File: src/rtl/hps_io_initiator.sv
`default_nettype none
// +--------------------------------------------------------------------------+
// | hps_io_initiator: valid/ready word stream to four-phase HPS io bus master |
// | Rev 1.0                                                                  |
// +--------------------------------------------------------------------------+
module hps_io_initiator #(
  parameter int SETUP_CYCLES = 4,
  parameter int GAP_CYCLES   = 4,
  parameter int ACK_TIMEOUT  = 1024
) (
  input  logic        clk_sys,
  input  logic        reset,
  input  logic        req_valid,
  output logic        req_ready,
  input  logic [1:0]  req_target,
  input  logic        req_last,
  input  logic [15:0] req_wdata,
  output logic        rsp_valid,
  output logic [15:0] rsp_rdata,
  output logic        err,
  output logic        busy,
  output logic [15:0] io_din,
  output logic        io_clk,
  output logic        io_uio,
  output logic        io_fpga,
  output logic        io_osd,
  input  logic        io_ack,
  input  logic [15:0] io_dout,
  input  logic        io_wide
);

  localparam int c_cnt_max =
    (ACK_TIMEOUT > SETUP_CYCLES) ?
      ((ACK_TIMEOUT > GAP_CYCLES) ? ACK_TIMEOUT : GAP_CYCLES) :
      ((SETUP_CYCLES > GAP_CYCLES) ? SETUP_CYCLES : GAP_CYCLES);
  localparam int c_cnt_w = $clog2(c_cnt_max + 1);

  localparam logic [c_cnt_w-1:0] c_setup_last = c_cnt_w'(SETUP_CYCLES - 1);
  localparam logic [c_cnt_w-1:0] c_gap_last   = c_cnt_w'(GAP_CYCLES - 1);
  localparam logic [c_cnt_w-1:0] c_ack_last   = c_cnt_w'(ACK_TIMEOUT - 1);
  localparam logic [c_cnt_w-1:0] c_cnt_zero   = '0;
  localparam logic [c_cnt_w-1:0] c_cnt_one    = c_cnt_w'(1);

  typedef enum logic [2:0] {
    S_IDLE  = 3'd0,
    S_SETUP = 3'd1,
    S_HIGH  = 3'd2,
    S_LOW   = 3'd3,
    S_NEXT  = 3'd4,
    S_DRAIN = 3'd5,
    S_GAP   = 3'd6
  } state_t;

  state_t               r_state;
  logic [c_cnt_w-1:0]   r_cnt;
  logic [1:0]           r_target;
  logic                 r_last;
  logic                 r_act;
  logic [15:0]          r_din;
  logic                 r_io_clk;
  logic                 r_rsp_valid;
  logic [15:0]          r_rsp_rdata;
  logic                 r_err;

  state_t               w_state;
  logic [c_cnt_w-1:0]   w_cnt;
  logic [1:0]           w_target;
  logic                 w_last;
  logic                 w_act;
  logic [15:0]          w_din;
  logic                 w_io_clk;
  logic                 w_rsp_valid;
  logic [15:0]          w_rsp_rdata;
  logic                 w_err;
  logic                 w_ready;
  logic                 w_accept;
  logic                 w_timeout;

  always_comb begin
    w_ready = (r_state == S_IDLE) || (r_state == S_NEXT) || (r_state == S_DRAIN);
  end

  assign req_ready = w_ready & ~reset;
  assign w_accept  = req_valid & req_ready;

  always_comb begin
    w_state     = r_state;
    w_cnt       = r_cnt;
    w_target    = r_target;
    w_last      = r_last;
    w_act       = r_act;
    w_din       = r_din;
    w_io_clk    = r_io_clk;
    w_rsp_valid = 1'b0;
    w_rsp_rdata = r_rsp_rdata;
    w_err       = 1'b0;
    w_timeout   = 1'b0;

    case (r_state)
      S_IDLE: begin
        if (w_accept) begin
          w_target = req_target;
          w_din    = req_wdata;
          w_last   = req_last;
          w_act    = 1'b1;
          w_cnt    = c_cnt_zero;
          w_state  = S_SETUP;
        end
      end
      S_SETUP: begin
        if (r_cnt == c_setup_last) begin
          w_io_clk = 1'b1;
          w_cnt    = c_cnt_zero;
          w_state  = S_HIGH;
        end else begin
          w_cnt = r_cnt + c_cnt_one;
        end
      end
      S_HIGH: begin
        if (io_ack) begin
          w_rsp_rdata = {io_wide ? io_dout[15:8] : 8'h00, io_dout[7:0]};
          w_rsp_valid = 1'b1;
          w_io_clk    = 1'b0;
          w_cnt       = c_cnt_zero;
          w_state     = S_LOW;
        end else if (r_cnt == c_ack_last) begin
          w_timeout = 1'b1;
        end else begin
          w_cnt = r_cnt + c_cnt_one;
        end
      end
      S_LOW: begin
        if (!io_ack) begin
          w_cnt = c_cnt_zero;
          if (r_last) begin
            w_act   = 1'b0;
            w_din   = 16'h0000;
            w_state = S_GAP;
          end else begin
            w_state = S_NEXT;
          end
        end else if (r_cnt == c_ack_last) begin
          w_timeout = 1'b1;
        end else begin
          w_cnt = r_cnt + c_cnt_one;
        end
      end
      S_NEXT: begin
        // Enable stays up so the core keeps treating this as one command.
        if (w_accept) begin
          w_din   = req_wdata;
          w_last  = req_last;
          w_cnt   = c_cnt_zero;
          w_state = S_SETUP;
        end
      end
      S_DRAIN: begin
        if (w_accept && req_last) begin
          w_cnt   = c_cnt_zero;
          w_state = S_GAP;
        end
      end
      S_GAP: begin
        if (r_cnt == c_gap_last) begin
          w_cnt   = c_cnt_zero;
          w_state = S_IDLE;
        end else begin
          w_cnt = r_cnt + c_cnt_one;
        end
      end
      default: begin
        w_state = S_IDLE;
      end
    endcase

    // Abort: the rest of the burst is swallowed unless this word was the last.
    if (w_timeout) begin
      w_err    = 1'b1;
      w_io_clk = 1'b0;
      w_act    = 1'b0;
      w_din    = 16'h0000;
      w_cnt    = c_cnt_zero;
      w_state  = r_last ? S_GAP : S_DRAIN;
    end
  end

  always_ff @(posedge clk_sys) begin
    if (reset) begin
      r_state     <= S_IDLE;
      r_cnt       <= '0;
      r_target    <= 2'd0;
      r_last      <= 1'b0;
      r_act       <= 1'b0;
      r_din       <= 16'h0000;
      r_io_clk    <= 1'b0;
      r_rsp_valid <= 1'b0;
      r_rsp_rdata <= 16'h0000;
      r_err       <= 1'b0;
    end else begin
      r_state     <= w_state;
      r_cnt       <= w_cnt;
      r_target    <= w_target;
      r_last      <= w_last;
      r_act       <= w_act;
      r_din       <= w_din;
      r_io_clk    <= w_io_clk;
      r_rsp_valid <= w_rsp_valid;
      r_rsp_rdata <= w_rsp_rdata;
      r_err       <= w_err;
    end
  end

  assign io_din    = {io_wide ? r_din[15:8] : 8'h00, r_din[7:0]};
  assign io_clk    = r_io_clk;
  assign io_uio    = r_act & (r_target == 2'd0);
  assign io_fpga   = r_act & (r_target == 2'd1);
  assign io_osd    = r_act & (r_target == 2'd2);
  assign rsp_valid = r_rsp_valid;
  assign rsp_rdata = r_rsp_rdata;
  assign err       = r_err;
  assign busy      = (r_state != S_IDLE);

endmodule
`default_nettype wire
File: config.mk
export PLATFORM = sky130hd
export DESIGN_NAME = hps_io_initiator
export DESIGN_NICKNAME = d
export VERILOG_FILES = /design/src/rtl/hps_io_initiator.sv
export SDC_FILE = /design/constraint.sdc
export NUM_CORES = 1
export LEC_CHECK = 0
export CAP_MARGIN = 40
export CORE_MARGIN = 5
export CORE_UTILIZATION = 42
export CTS_BUF_LIST = sky130_fd_sc_hd__clkbuf_8 sky130_fd_sc_hd__clkbuf_16
export DETAILED_ROUTE_END_ITERATION = 12
export PLACE_DENSITY_LB_ADDON = 0.12
export SYNTH_ARGS = -nofsm -noshare
export SYNTH_HDL_FRONTEND = slang
export SYNTH_SLANG_ARGS = --single-unit
File: constraint.sdc
create_clock -name clk_sys -period 1.8 [get_ports clk_sys]
set_input_delay 0.18 -clock clk_sys [delete_from_list [all_inputs] [get_ports clk_sys]]
set_output_delay 0.18 -clock clk_sys [all_outputs]
set_load 0.01 [all_outputs]
==> impl_results.html, run 1 <==
<table>
<tr><th>Metric</th><th>Value</th></tr>
<tr><th colspan="2">Worst setup path</th></tr>
<tr><td>Crit-path cells</td><td>or4_4, nor4_4, a2111oi_4, buf_4, o22ai_4, a221oi_2</td></tr>
<tr><td>Required @ worst endpoint</td><td>1.99 ns</td></tr>
<tr><td>Critical Path Fanout Max</td><td>3</td></tr>
<tr><td>Critical-path cell with the highest stage delay</td><td>or4_4</td></tr>
<tr><td>Arrival time at the worst endpoint</td><td>2.04 ns</td></tr>
<tr><td>Kind of launch point of the worst setup path</td><td>register</td></tr>
<tr><td>Crit-path max cell delay</td><td>0.55 ns</td></tr>
<tr><td>Worst-case reg-to-reg path depth</td><td>6</td></tr>
<tr><td>Setup crit end kind</td><td>register</td></tr>
<tr><td>Classification of the worst setup path</td><td>reg -&gt; reg</td></tr>
<tr><th colspan="2">Detailed routing</th></tr>
<tr><td>Wire length per cell</td><td>15.1 um</td></tr>
<tr><td>Pre-Repair DR Iteration Count</td><td>4</td></tr>
<tr><td>Number of vias in the routed layout</td><td>2660</td></tr>
<tr><td>Total length of routed wires</td><td>7.63 mm</td></tr>
<tr><td>DRC violation count after routing</td><td>0</td></tr>
<tr><td>Remaining number of nets flagged by the antenna check after routing</td><td>0</td></tr>
<tr><td>Via count normalized by instance count</td><td>5.27</td></tr>
<tr><td>Number of design-rule violations left by the first detailed-router iteration</td><td>141</td></tr>
<tr><th colspan="2">Yosys</th></tr>
<tr><td>Sequential-to-total area share from yosys stat</td><td>40.3%</td></tr>
<tr><td>Multiplexer fraction of the synthesized cell area</td><td>1.57%</td></tr>
<tr><td>Library cell with the largest summed area after synthesis</td><td>dfxtp_1</td></tr>
<tr><td>Commonest cells in the synthesized netlist</td><td>53 x dfxtp_1, 33 x nand2_1, 30 x nor2_1</td></tr>
<tr><td>Synthesized net count</td><td>352</td></tr>
<tr><td>Combinational family with the most area after synthesis</td><td>simple AND/OR/NAND/NOR gates</td></tr>
<tr><td>Main synth FF type</td><td>dfxtp_1</td></tr>
<tr><td>Number of register bits inferred by synthesis</td><td>53</td></tr>
<tr><td>Synth Area in Adders</td><td>0.475%</td></tr>
<tr><td>Asr flop ratio synth</td><td>0%</td></tr>
<tr><td>Most numerous cell in the Yosys netlist</td><td>dfxtp_1</td></tr>
<tr><td>Cells after Synth</td><td>311</td></tr>
<tr><td>Area fraction in and, or, nand and nor cells after synthesis</td><td>28.3%</td></tr>
<tr><td>Cell area after technology mapping</td><td>2640 sq um</td></tr>
<tr><td>Xor-xnor portion of the synthesized cell area</td><td>0.332%</td></tr>
<tr><td>Count of flip-flops with a built-in enable after synthesis</td><td>0</td></tr>
<tr><td>Area share of the largest cell type after synthesis</td><td>40.3%</td></tr>
<tr><td>Biggest area contributors in the synthesized netlist</td><td>dfxtp_1 40%, a21oi_1 5.3%, nand2_1 4.7%, a22oi_1 4.6%, nor2_1 4.3%</td></tr>
<tr><td>Fraction of the mapped netlist area in compound gates</td><td>22.4%</td></tr>
<tr><td>Synthesized area divided by synthesized cell count</td><td>8.47 sq um</td></tr>
<tr><td>Synthesis warning total</td><td>0</td></tr>
<tr><td>Number of distinct library cells after synthesis</td><td>60</td></tr>
<tr><th colspan="2">Cells and area</th></tr>
<tr><td>Number of nets in the layout</td><td>470</td></tr>
<tr><td>Footprint of the multi-input gates</td><td>1500 sq um</td></tr>
<tr><td>Final instance area</td><td>4060 sq um</td></tr>
<tr><td>Number of fill cells in the layout</td><td>525</td></tr>
<tr><td>Sequential cell area</td><td>1070 sq um</td></tr>
<tr><td>Proportion of layout cells with a drive suffix above 1</td><td>24.2%</td></tr>
<tr><td>Count of inserted antenna diode cells</td><td>0</td></tr>
<tr><td>Area added between synthesis and finish</td><td>53.9%</td></tr>
<tr><th colspan="2">STA</th></tr>
<tr><td>Final hold violation count</td><td>0</td></tr>
<tr><td>RSZ-0062 raised after global routing</td><td>true</td></tr>
<tr><td>Worst max-slew margin expressed relative to the limit</td><td>64.5%</td></tr>
<tr><td>Final setup violation count</td><td>8</td></tr>
<tr><td>Max Fclk</td><td>539 MHz</td></tr>
<tr><td>Fin Clk Skew</td><td>0.00373 ns</td></tr>
<tr><td>Crit share post-route</td><td>103%</td></tr>
<tr><td>Worst Max-Slew Pin Slew</td><td>0.532 ns</td></tr>
<tr><td>Max-slew violation count</td><td>0</td></tr>
<tr><td>Minimum clock period</td><td>1.85 ns</td></tr>
<tr><td>Worst setup margin</td><td>-0.0539 ns</td></tr>
<tr><th colspan="2">GRT</th></tr>
<tr><td>Global-route wire length before repair</td><td>12.0 mm</td></tr>
<tr><td>Largest net degree at the start of global routing</td><td>27</td></tr>
<tr><td>Overall routing resource usage</td><td>19.1%</td></tr>
<tr><td>Via count of the first global-routing pass</td><td>2597</td></tr>
<tr><td>GRT Residual Overflow</td><td>0</td></tr>
<tr><td>Antenna violations before repair</td><td>0</td></tr>
<tr><th colspan="2">Power</th></tr>
<tr><td>Maximum ir drop on the vdd rail</td><td>0.564 mV</td></tr>
<tr><td>Power density normalized to cell area</td><td>967 nW/um^2</td></tr>
<tr><td>Leakage power figure</td><td>1.52 nW</td></tr>
<tr><th colspan="2">Outcome</th></tr>
<tr><td>Result of the run</td><td>finished with violations</td></tr>
<tr><td>Violations in the final reports</td><td>setup timing</td></tr>
<tr><th colspan="2">Placed design</th></tr>
<tr><td>Number of input and output port buffers inserted</td><td>79</td></tr>
<tr><td>Worst setup slack after placement</td><td>-0.263 ns</td></tr>
<tr><td>Hpwl dp</td><td>5.76 mm</td></tr>
<tr><td>Final Wtd Congestion</td><td>0.931</td></tr>
<tr><td>Area post-placement</td><td>3790 sq um</td></tr>
<tr><th colspan="2">Clock tree</th></tr>
<tr><td>Deepest clock path buffer count</td><td>2</td></tr>
<tr><td>Clock transition time at the flip-flop clock pins of the worst setup and hold paths</td><td>0.09 ns</td></tr>
<tr><td>Count of H-tree levels built during CTS</td><td>2</td></tr>
<tr><td>TritonCTS Buffers</td><td>5</td></tr>
<tr><td>CTS root buffer</td><td>clkbuf_8</td></tr>
<tr><td>Clock sink total</td><td>53</td></tr>
<tr><td>TritonCTS clock tree</td><td>yes</td></tr>
<tr><td>Clock insertion delay at the later pin of the skew report</td><td>0.30 ns</td></tr>
<tr><th colspan="2">Die</th></tr>
<tr><td>X dimension of the die</td><td>89.2 um</td></tr>
<tr><td>Ports</td><td>80</td></tr>
<tr><td>Core area</td><td>6030 sq um</td></tr>
<tr><td>Site Rows</td><td>28</td></tr>
<tr><td>Die outline area</td><td>7960 sq um</td></tr>
<tr><td>DIE HEIGHT</td><td>89.2 um</td></tr>
<tr><td>Effective utilization at floorplan</td><td>43.7%</td></tr>
<tr><th colspan="2">Min path</th></tr>
<tr><td>Type of the most critical hold path</td><td>in -&gt; reg</td></tr>
<tr><td>Cell depth of the worst min-delay path</td><td>3</td></tr>
<tr><th colspan="2">Run</th></tr>
<tr><td>Max cap viols</td><td>0</td></tr>
</table>
-- metrics by stage --
| stage | total power, mW | hold WS [ns] | instances | utilization [%] | setup TNS [ns] |
|---|---|---|---|---|---|
| 2_1_floorplan | 2.31 | 0.316 | 311 | - | 0 |
| 3_3_place_gp | 2.93 | 0.438 | 492 | 62.7 | -7.65 |
| 3_5_place_dp | 2.95 | 0.449 | 493 | 62.9 | -4.76 |
| 4_1_cts | 3.91 | 0.405 | 505 | 66.5 | -0.500 |
| 5_1_grt | 4.18 | 0.418 | 505 | 67.3 | -1.02 |
| 6_report | 3.92 | 0.419 | 505 | 67.3 | -0.201 |
-- layout make-up --
type                       instances  share of cell area, %
clock inverter                     2                  0.833
sequential                        53                   26.5
timing repair buffer             140                   31.2
tap                               75                   2.31
multi-input combinational        226                   36.9
inverter                           3                  0.278
clock buffer                       6                   2.04
-- flip-flops by register name, summed over array words and instances (netlist names) --
register	flops
r_target	2
io_clk	1
r_act	1
r_cnt	11
rsp_valid	1
rsp_rdata	16
r_last	1
err	1
r_state	3
r_din	16
-- logic make-up after synthesis --
family / Yosys count
flip-flops: 53
AO/OA/AOI/OAI: 82
AND/OR/NAND/NOR: 138
XOR/XNOR: 1
buffers and inverters: 32
adder cells (fa/ha/maj): 1
multiplexers: 4
-- repair_timing --
| action | in CTS | in global routing |
|---|---|---|
| hold buffers | 0 | 0 |
| endpoints found under the setup margin | 28 | 27 |
| pin swaps | 7 | 3 |
| gates resized for setup | 20 | 12 |
| setup buffers | 4 | 0 |
-- report_power, final --
part           total [mW]  internal [mW]  switching [mW]
Clock               0.821          0.448           0.373
Combinational        1.71          0.886           0.824
Sequential           1.39           1.30          0.0959
-- layout by cell type, fill, tap and decap left out, types with 4 or more instances in the layout --
cell / count
a31oi_1: 5
nor2b_1: 4
dfxtp_1: 46
and3_1: 4
nand3_1: 14
nand2_1: 33
dfxtp_2: 5
nor2_1: 30
a22oi_1: 16
or3_1: 4
o21ai_0: 6
buf_4: 58
clkdlybuf4s50_1: 76
and2_1: 10
a21oi_1: 27
clkbuf_8: 6
inv_1: 4
-- final timing paths --
| path | from | end | slack (ns) |
|---|---|---|---|
| max | r_cnt[5]$_SDFFE_PP0P_ | r_cnt[4]$_SDFFE_PP0P_ | -0.05 |
| max reg2reg | r_cnt[5]$_SDFFE_PP0P_ | r_cnt[4]$_SDFFE_PP0P_ | -0.05 |
| min | io_dout[6] | rsp_rdata[6]$_SDFFE_PP0P_ | 0.42 |
| min reg2reg | rsp_rdata[11]$_SDFFE_PP0P_ | rsp_rdata[11]$_SDFFE_PP0P_ | 0.46 |
-- metal layers --
metal	part of all wire [%]	track usage [%]	up-vias
met3	6.1	3.59	6
li1	-	-	1348
met1	45	25.0	1231
met5	0	0	-
met2	48	31.8	75
met4	0.79	6.09	0
-- worst max-delay path, delay by kind of cell (launching register included) --
family / cells / cell delay (ns)
buffers and inverters: 1 / 0.18
DFF: 1 / 0.34
AOI/OAI and AO/OA: 3 / 0.35
and+or+nand+nor: 2 / 0.87
(Power assumes the default switching activity.)
==> run 2, diff against run 1 <==
--- a/config.mk
+++ b/config.mk
@@ -7,7 +7,7 @@
 export LEC_CHECK = 0
 export CAP_MARGIN = 40
 export CORE_MARGIN = 5
-export CORE_UTILIZATION = 42
+export CORE_UTILIZATION = 40
 export CTS_BUF_LIST = sky130_fd_sc_hd__clkbuf_8 sky130_fd_sc_hd__clkbuf_16
 export DETAILED_ROUTE_END_ITERATION = 12
 export PLACE_DENSITY_LB_ADDON = 0.12
==> constraint.sdc (replaced) <==
create_clock -name clk_sys -period 1.8 [get_ports clk_sys]
set_input_delay 0.36 -clock clk_sys [delete_from_list [all_inputs] [get_ports clk_sys]]
set_output_delay 0.36 -clock clk_sys [all_outputs]
set_load 0.01 [all_outputs]
==> impl_results.html, run 2 (synthesized netlist as in run 1, its figures left out) <==
<table>
<tr><th>Metric</th><th>Value</th></tr>
<tr><th colspan="2">Outcome</th></tr>
<tr><td>Result of the run</td><td>finished with violations</td></tr>
<tr><td>Violations in the final reports</td><td>setup timing</td></tr>
<tr><th colspan="2">STA</th></tr>
<tr><td>Final setup violation count</td><td>14</td></tr>
<tr><td>WHS</td><td>0.455 ns</td></tr>
<tr><td>Worst max-slew margin expressed relative to the limit</td><td>76.3%</td></tr>
<tr><td>RSZ-0062 raised after global routing</td><td>true</td></tr>
<tr><td>Fin Clk Skew</td><td>0.00292 ns</td></tr>
<tr><td>Max Fclk</td><td>504 MHz</td></tr>
<tr><td>Minimum clock period</td><td>1.98 ns</td></tr>
<tr><td>Max-slew violation count</td><td>0</td></tr>
<tr><td>Crit share post-route</td><td>110%</td></tr>
<tr><td>Setup TNS</td><td>-1.35 ns</td></tr>
<tr><td>Worst Max-Slew Pin Slew</td><td>0.356 ns</td></tr>
<tr><td>Final hold violation count</td><td>0</td></tr>
<tr><td>Worst setup margin</td><td>-0.183 ns</td></tr>
<tr><th colspan="2">Detailed routing</th></tr>
<tr><td>Pre-Repair DR Iteration Count</td><td>4</td></tr>
<tr><td>DRC violation count after routing</td><td>0</td></tr>
<tr><td>Remaining number of nets flagged by the antenna check after routing</td><td>0</td></tr>
<tr><td>Number of design-rule violations left by the first detailed-router iteration</td><td>108</td></tr>
<tr><td>Via count normalized by instance count</td><td>5.42</td></tr>
<tr><td>Number of vias in the routed layout</td><td>2763</td></tr>
<tr><td>Wire length per cell</td><td>15.9 um</td></tr>
<tr><td>Total length of routed wires</td><td>8.12 mm</td></tr>
<tr><th colspan="2">GRT</th></tr>
<tr><td>Antenna violations before repair</td><td>0</td></tr>
<tr><td>Overall routing resource usage</td><td>18.8%</td></tr>
<tr><td>GRT Residual Overflow</td><td>0</td></tr>
<tr><td>Global-route wire length before repair</td><td>13.2 mm</td></tr>
<tr><td>Via count of the first global-routing pass</td><td>2659</td></tr>
<tr><td>Largest net degree at the start of global routing</td><td>23</td></tr>
<tr><th colspan="2">Power</th></tr>
<tr><td>Power density normalized to cell area</td><td>958 nW/um^2</td></tr>
<tr><td>Clock network fraction of total power</td><td>20.0%</td></tr>
<tr><td>Maximum ir drop on the vdd rail</td><td>0.682 mV</td></tr>
<tr><td>Post-layout power</td><td>4.09 mW</td></tr>
<tr><td>Sequential group share of total power</td><td>33.6%</td></tr>
<tr><td>Switching power total</td><td>1.41 mW</td></tr>
<tr><td>Switching share of power</td><td>34.5%</td></tr>
<tr><td>Cell internal power dissipation</td><td>2.68 mW</td></tr>
<tr><td>Leakage power figure</td><td>1.65 nW</td></tr>
<tr><td>Combinational share of power</td><td>46.4%</td></tr>
<tr><th colspan="2">Run</th></tr>
<tr><td>Max cap viols</td><td>0</td></tr>
<tr><th colspan="2">Clock tree</th></tr>
<tr><td>Clock insertion delay at the later pin of the skew report</td><td>0.31 ns</td></tr>
<tr><td>TritonCTS clock tree</td><td>yes</td></tr>
<tr><td>Deepest clock path buffer count</td><td>2</td></tr>
<tr><td>CTS root buffer</td><td>clkbuf_8</td></tr>
<tr><td>Clock sink total</td><td>53</td></tr>
<tr><td>TritonCTS Buffers</td><td>5</td></tr>
<tr><td>Count of H-tree levels built during CTS</td><td>2</td></tr>
<tr><td>Clock transition time at the flip-flop clock pins of the worst setup and hold paths</td><td>0.10 ns</td></tr>
<tr><th colspan="2">Worst setup path</th></tr>
<tr><td>Crit path buffers/inverters</td><td>2</td></tr>
<tr><td>Cell repeated most along the worst path</td><td>buf_4</td></tr>
<tr><td>Critical-path cell with the highest stage delay</td><td>or4_4</td></tr>
<tr><td>Required @ worst endpoint</td><td>1.99 ns</td></tr>
<tr><td>Crit-path cells</td><td>or4_4, nor4_4, buf_4, a2111oi_4, buf_4, o31ai_4, a21oi_1</td></tr>
<tr><td>Critical Path Fanout Max</td><td>5</td></tr>
<tr><td>Kind of launch point of the worst setup path</td><td>register</td></tr>
<tr><td>Setup crit end kind</td><td>register</td></tr>
<tr><td>Crit-path max cell delay</td><td>0.56 ns</td></tr>
<tr><td>Classification of the worst setup path</td><td>reg -&gt; reg</td></tr>
<tr><td>Largest delay share family, worst path</td><td>simple AND/OR/NAND/NOR gates</td></tr>
<tr><td>Arrival time at the worst endpoint</td><td>2.18 ns</td></tr>
<tr><th colspan="2">Cells and area</th></tr>
<tr><td>Final instance area</td><td>4270 sq um</td></tr>
<tr><td>Most common cell after layout, fill and taps aside</td><td>clkdlybuf4s50_1</td></tr>
<tr><td>Count of inserted antenna diode cells</td><td>0</td></tr>
<tr><td>Area added between synthesis and finish</td><td>61.9%</td></tr>
<tr><td>Most used cells in the layout excluding fill and tap cells</td><td>65 x clkdlybuf4s50_1, 56 x buf_4, 46 x dfxtp_1, 33 x nand2_1, 30 x nor2_1</td></tr>
<tr><td>Utilization of the core after routing</td><td>66.8%</td></tr>
<tr><td>Final standard cell count with taps included and fillers excluded</td><td>510</td></tr>
<tr><td>Number of nets in the layout</td><td>473</td></tr>
<tr><td>Proportion of layout cells with a drive suffix above 1</td><td>27.5%</td></tr>
<tr><th colspan="2">Die</th></tr>
<tr><td>Core area</td><td>6390 sq um</td></tr>
<tr><td>Die outline area</td><td>8310 sq um</td></tr>
<tr><td>Ports</td><td>80</td></tr>
<tr><td>Site Rows</td><td>29</td></tr>
<tr><td>X dimension of the die</td><td>91.2 um</td></tr>
<tr><td>DIE HEIGHT</td><td>91.2 um</td></tr>
<tr><td>Effective utilization at floorplan</td><td>41.3%</td></tr>
<tr><th colspan="2">Placed design</th></tr>
<tr><td>Worst setup slack after placement</td><td>-0.443 ns</td></tr>
<tr><td>Number of input and output port buffers inserted</td><td>79</td></tr>
<tr><td>Cell count after placement</td><td>498</td></tr>
<tr><td>Final Wtd Congestion</td><td>0.903</td></tr>
<tr><td>Area post-placement</td><td>3910 sq um</td></tr>
<tr><td>Hpwl dp</td><td>5.70 mm</td></tr>
<tr><th colspan="2">Min path</th></tr>
<tr><td>Type of the most critical hold path</td><td>reg -&gt; reg</td></tr>
</table>
==> run 2: changes by cell type in the layout (fill, tap and decap cells not counted), moves of 4 or more <==
cell	delta
clkdlybuf4s50_1	-11
buf_12	+6
clkdlybuf4s15_1	+4
dlygate4sd2_1	+4
==> run 2: power groups by stage <==
stage               Clock (mW)  Sequential [mW]  Combinational [mW]
detailed placement           0             1.38                1.67
finish                   0.820             1.37                1.90
floorplan                    0             1.40               0.920
global placement             0             1.38                1.67
CTS                      0.845             1.36                1.77
global route             0.887             1.39                2.05
==> run 2: layout make-up <==
cell class	count	area [sq um]
multi-input combinational	226	1610
clock buffer	5	68.8
timing repair buffer	143	1360
clock inverter	3	42.5
tap	77	96.3
fill	539	2120
inverter	3	11.3
sequential	53	1070
==> run 2: final timing paths <==
check | slack [ns] | depth (start not counted) | from | endpoint
max | -0.18 | 7 | r_cnt[8]$_SDFFE_PP0P_ | r_cnt[1]$_SDFFE_PP0P_
min | 0.46 | 2 | rsp_rdata[15]$_SDFFE_PP0P_ | rsp_rdata[15]$_SDFFE_PP0P_
max reg2reg | -0.18 | 7 | r_cnt[8]$_SDFFE_PP0P_ | r_cnt[1]$_SDFFE_PP0P_
min reg2reg | 0.46 | 2 | rsp_rdata[15]$_SDFFE_PP0P_ | rsp_rdata[15]$_SDFFE_PP0P_
==> run 2: worst min-delay path, delay by kind of cell, from the launching register on <==
family | cells | cell delay [ns]
flops | 1 | 0.32
simple gates | 1 | 0.05
compound gates | 1 | 0.05
==> run 2: routing by layer <==
metal  vias up  wire length, um  GRT usage [%]
met4         0              142           5.87
met5         -                0              0
met1      1304             3390           23.0
met2        87             4100           32.9
li1       1355                -              -
met3        17              481           4.05
==> run 2: what timing repair did <==
action,4_1_cts,5_1_grt
pin swaps,7,7
endpoints found under the setup margin,42,39
resized for setup,41,30
gates cloned,0,0
hold buffers,0,0
setup buffers,2,3
